==> src/rtl/clint_mc.sv <==
// Multi-core core-local interruptor: rt_clk-driven 64-bit mtime, per-core mtimecmp/msip, mtip/msip lines.
// Define CLINT_MTIME_LATCH_EN for a tear-free mtime read (hi half latched by a lo read).
module clint_mc #(
   parameter int ADDR_W  = 16,
   parameter int DATA_W  = 32,
   parameter int N_CORES = 1
) (
   input  logic                  clk,
   input  logic                  reset,
   input  logic                  valid,
   input  logic [ADDR_W-1:0]     address,
   input  logic [DATA_W-1:0]     wdata,
   input  logic [DATA_W/8-1:0]   wstrb,
   output logic [DATA_W-1:0]     rdata,
   output logic                  ready,
   input  logic                  rt_clk,
   output logic [N_CORES-1:0]    mtip,
   output logic [N_CORES-1:0]    msip
);

   logic [2:0]         rt_sync;
   logic               tick;
   logic [63:0]        mtime;
   logic [63:0]        mtimecmp [N_CORES];
   logic [N_CORES-1:0] msip_reg;
   logic [N_CORES-1:0] hit_msip, hit_cmp;
   logic               acc, wr, sel_tlo, sel_thi;
   logic [31:0]        rd;
`ifdef CLINT_MTIME_LATCH_EN
   logic [31:0]        shadow;
`endif

   function automatic logic [31:0] merge(input logic [31:0] old, input logic [31:0] nw,
                                         input logic [3:0] strb);
      for (int b = 0; b < 4; b++)
         if (strb[b]) old[8*b +: 8] = nw[8*b +: 8];
      return old;
   endfunction

   assign tick    = rt_sync[1] & ~rt_sync[2];
   assign acc     = valid & ~ready;
   assign wr      = acc & (|wstrb);
   assign sel_tlo = (address[15:2] == 14'h2FFE);
   assign sel_thi = (address[15:2] == 14'h2FFF);
   assign msip    = msip_reg;

   always_comb begin
      hit_msip = '0;
      hit_cmp  = '0;
      for (int i = 0; i < N_CORES; i++) begin
         hit_msip[i] = (address[15:14] == 2'b00) && (address[13:2] == 12'(i));
         hit_cmp[i]  = (address[15:14] == 2'b01) && (address[13:3] == 11'(i));
      end
   end

   // Unmapped addresses, including cores beyond N_CORES, fall through to zero.
   always_comb begin
      rd = '0;
      for (int i = 0; i < N_CORES; i++) begin
         if (hit_msip[i]) rd = {31'b0, msip_reg[i]};
         if (hit_cmp[i])  rd = address[2] ? mtimecmp[i][63:32] : mtimecmp[i][31:0];
      end
      if (sel_tlo) rd = mtime[31:0];
`ifdef CLINT_MTIME_LATCH_EN
      if (sel_thi) rd = shadow;
`else
      if (sel_thi) rd = mtime[63:32];
`endif
   end

   always_ff @(posedge clk or posedge reset) begin
      if (reset) begin
         rt_sync <= '0;
         mtime   <= '0;
         ready   <= 1'b0;
         rdata   <= '0;
`ifdef CLINT_MTIME_LATCH_EN
         shadow  <= '0;
`endif
      end else begin
         rt_sync <= {rt_sync[1:0], rt_clk};
         ready   <= acc;
         rdata   <= (acc && !(|wstrb)) ? rd : '0;
         // A bus write to mtime beats a coincident tick; the increment is lost.
         if (wr && sel_tlo)      mtime[31:0]  <= merge(mtime[31:0], wdata, wstrb);
         else if (wr && sel_thi) mtime[63:32] <= merge(mtime[63:32], wdata, wstrb);
         else if (tick)          mtime        <= mtime + 64'd1;
`ifdef CLINT_MTIME_LATCH_EN
         if (acc && !(|wstrb) && sel_tlo) shadow <= mtime[63:32];
         else if (wr && sel_thi)          shadow <= merge(mtime[63:32], wdata, wstrb);
`endif
      end
   end

   always_ff @(posedge clk or posedge reset) begin
      if (reset) begin
         for (int i = 0; i < N_CORES; i++) mtimecmp[i] <= '1;
         msip_reg <= '0;
         mtip     <= '0;
      end else begin
         for (int i = 0; i < N_CORES; i++) begin
            mtip[i] <= (mtime >= mtimecmp[i]);
            if (wr && hit_msip[i] && wstrb[0]) msip_reg[i] <= wdata[0];
            if (wr && hit_cmp[i]) begin
               if (address[2]) mtimecmp[i][63:32] <= merge(mtimecmp[i][63:32], wdata, wstrb);
               else            mtimecmp[i][31:0]  <= merge(mtimecmp[i][31:0], wdata, wstrb);
            end
         end
      end
   end

endmodule
==> config.mk <==
export PLATFORM = sky130hd
export DESIGN_NAME = clint_mc
export DESIGN_NICKNAME = d
export VERILOG_FILES = /design/src/rtl/clint_mc.sv
export SDC_FILE = /design/constraint.sdc
export NUM_CORES = 1
export LEC_CHECK = 0
export CORE_MARGIN = 2
export CORE_UTILIZATION = 45
export CTS_CLUSTER_DIAMETER = 100
export DETAILED_ROUTE_END_ITERATION = 6
export PLACE_DENSITY = 0.73
export SLEW_MARGIN = 20
export SYNTH_ARGS = -nofsm -noshare
export SYNTH_HDL_FRONTEND = slang
export SYNTH_SLANG_ARGS = --single-unit
==> constraint.sdc <==
create_clock -name clk -period 12.9 [get_ports clk]
set_clock_uncertainty 0.2 [all_clocks]
set_input_delay 1.29 -clock clk [delete_from_list [all_inputs] [get_ports clk]]
set_output_delay 1.29 -clock clk [all_outputs]
set_load 0.03 [all_outputs]
==> reports/results.tsv <==
metric	value	unit
Worst Max-Slew Pin Slew	1.04	ns
Final period util	0.353	
Main synth FF type	dfrtp_1	
final hold vios	0	
Post-Syn Instances	1153	
# IOs	91	
Max VDD drop	0.0678	mV
crit start category	input port	
CTS sink count	166	
routed vias/inst	6.10	
Synth Warn #	0	
Hold Path Origin	rt_sync[0]	
register area share after synthesis	0.402	
Netlist Area Pre-Place	10500	µm²
pre-CTS WS	7.94	ns
Lkg Pwr	5.22	nW
Initial Utilization	0.463	
# H-tree levels	4	
setup TNS	0	ns
ANT nets after route	0	
EDFF count, synth	0	
drc violations	0	
FMAX	219	MHz
XOR/XNOR Fraction of Synth Area	0.000831	
vias in the first global route	8991	
post-synth top area share	0.242	
MaxCap Viol Count	0	
Compound-Gate Fraction of Synth Area	0.205	
Synth area leader	dfrtp_1	
first-pass GRT wire length	47700	µm
WL final	29800	µm
drt pass-1 iters	6	
pin count of the biggest net entering global routing	109	
CTS Hold Bufs	0	
Inserted Diodes	0	
P per Cell Area	98.8	nW/µm²
DP HPWL	21200	µm
Placeable Area	22800	µm²
fin crit period	4.56	ns
vias	9365	
Worst EP arrival	4.69	ns
Max FO, Critical Path	32	
fraction of the mapped netlist area in adder cells	0.0772	
Worst Hold Class	reg2reg	
type of the worst setup path	in2reg	
chip width	157	µm
crit path launch	address[6]	
CTS root buffer	clkbuf_16	
Layout area overhead	16.1	%
Detailed Route Iter0 Violations	781	
Syn Nets	1274	
Clock Latency Late Sink	0.44	ns
Worst R2R Start	mtime[0]	
status	finished clean	
mean area per synthesized cell	9.14	µm²
post-CTS setup buffers	0	
die footprint	24700	µm²
total gr overflow	0	
gp weighted congestion	0.905	
post-synth cell types	66	
PortBufs	88	
post-CTS sizing	0	
RSZ-0062 raised after global routing	false	
ys async rst share	1.00	
FF+latch count, synth	166	
Slew Limit Fails	0	
Total Power	1.21	mW
CP Capture Type	flip-flop	
Final Setup Violations	0	
share of post-route cells with drive strength above 1	0.130	
clk buf depth	2	
Post-Synth Simple-Gate Area	0.168	
biggest regs	mtime (64), mtimecmp (64), rdata (32)	
Max-Slew Margin vs Limit	0.300	
Num CTS Buffers	17	
antenna violations before repair	0	
site row count	55	
CTS tree	yes	
multiplexer share of the synthesized area	0.0932	
Clock transition at path regs	0.07	ns
Final nets	1330	
Total Routing Usage GR	0.248	
die height	157	µm
Setup WS post-layout	8.34	ns
Synth area leaders	dfrtp_1, dfstp_2, ha_1	
WL/cell	19.4	µm
Worst Path Required	13.03	ns
combinational family with the most area after synthesis	compound AO/OA/AOI/OAI gates	
==> kinds of logic (layout without fill, tap and decap cells) <==
group,Yosys count,after routing
flip-flops,166,166
adder cells (fa/ha/maj),65,65
AO/OA/AOI/OAI,343,343
multiplexers,94,94
AND/OR/NAND/NOR,345,345
XOR/XNOR,1,1
buffers and inverters,139,208
==> synthesized netlist by cell type, drive strengths merged (4+ instances only) <==
cell and n:
clkbuf 35, inv 78, o21ai 92, nand2 104
dfstp 64, dfrtp 102, nand4 34, a211oi 8
a31oi 7, and2 6, nor4 13, buf 26
nand3 41, and4 12, o211ai 4, mux2i 61
o22a 39, nor2 71, nor3 21, a21o 12
a21oi 108, a31o 7, ha 65, o22ai 20
a2bb2oi 4, nand2b 4, o31ai 4, and3 21
o32ai 4, a41oi 5, mux2 33, a221oi 7
or3 6
==> path summary, 6_finish.rpt <==
check | endpoint | slack, ns | cells past startpoint
worst min register to register | rt_sync[1] | 0.17 | 0
max in group asynchronous | mtime[48] | 9.92 | 3
worst max register to register | mtime[60] | 9.62 | 7
worst min-delay path | rt_sync[1] | 0.17 | 0
worst max-delay path | mtime[26] | 8.34 | 9
min in group asynchronous | rdata[31] | 1.25 | 2
==> cells in the final DEF (no fill, tap or decap), types with 8 or more instances in the layout <==
cell / Yosys / routed
o21ai_0: 88 / 88
a21o_1: 10 / 10
a211oi_1: 8 / 8
and4_1: 12 / 12
nor2_1: 71 / 71
o22ai_1: 20 / 20
a21oi_1: 107 / 107
mux2_2: 33 / 33
nand3_1: 41 / 39
inv_1: 78 / 77
nand4_1: 33 / 33
mux2i_1: 61 / 61
buf_4: 4 / 11
clkdlybuf4s50_1: 0 / 87
dfstp_2: 64 / 64
nand2_1: 104 / 104
nor3_1: 18 / 18
clkbuf_16: 0 / 17
ha_1: 65 / 65
nor4_1: 11 / 10
and3_1: 21 / 21
dfrtp_1: 102 / 102
o22a_1: 39 / 39
==> layout make-up <==
cell class | instances | area [µm²]
clock buffers | 20 | 437
clock inverters | 12 | 155
fillers | 2050 | 10500
inverters | 78 | 298
multi-input cells | 848 | 5760
flip-flops and latches | 166 | 4230
well taps | 313 | 392
repair buffers | 98 | 953
==> per-stage QoR <==
| step | hold slack, ns | cells | utilization | cell area [µm²] |
|---|---|---|---|---|
| floorplan | 0.131 | 1153 | - | 10500 |
| global route | 0.175 | 1535 | 0.537 | 12200 |
| detailed placement | 0.146 | 1503 | 0.511 | 11600 |
| global placement | 0.158 | 1503 | 0.511 | 11600 |
| CTS | 0.161 | 1535 | 0.537 | 12200 |
| finish | 0.166 | 1535 | 0.537 | 12200 |
==> metal layers <==
metal  share of wire  GRT usage
met1            0.44      0.329
met5               0          0
met4           0.027     0.0810
met3           0.069     0.0573
met2            0.46      0.401
==> report_power, final <==
part / internal (mW) / switching (mW)
combinational: 0.0489 / 0.0703
sequential: 0.535 / 0.0244
clock: 0.305 / 0.225
total: 0.888 / 0.320
==> critical path, cell delays in order <==
cell	delay, ns
clkdlybuf4s50_1	0.51
nand4_2	0.15
or4_1	0.52
buf_4	0.30
nor3_4	0.69
buf_4	0.36
a21o_1	0.43
o21ai_0	0.16
a22o_1	0.25
(Power assumes the default switching activity.)
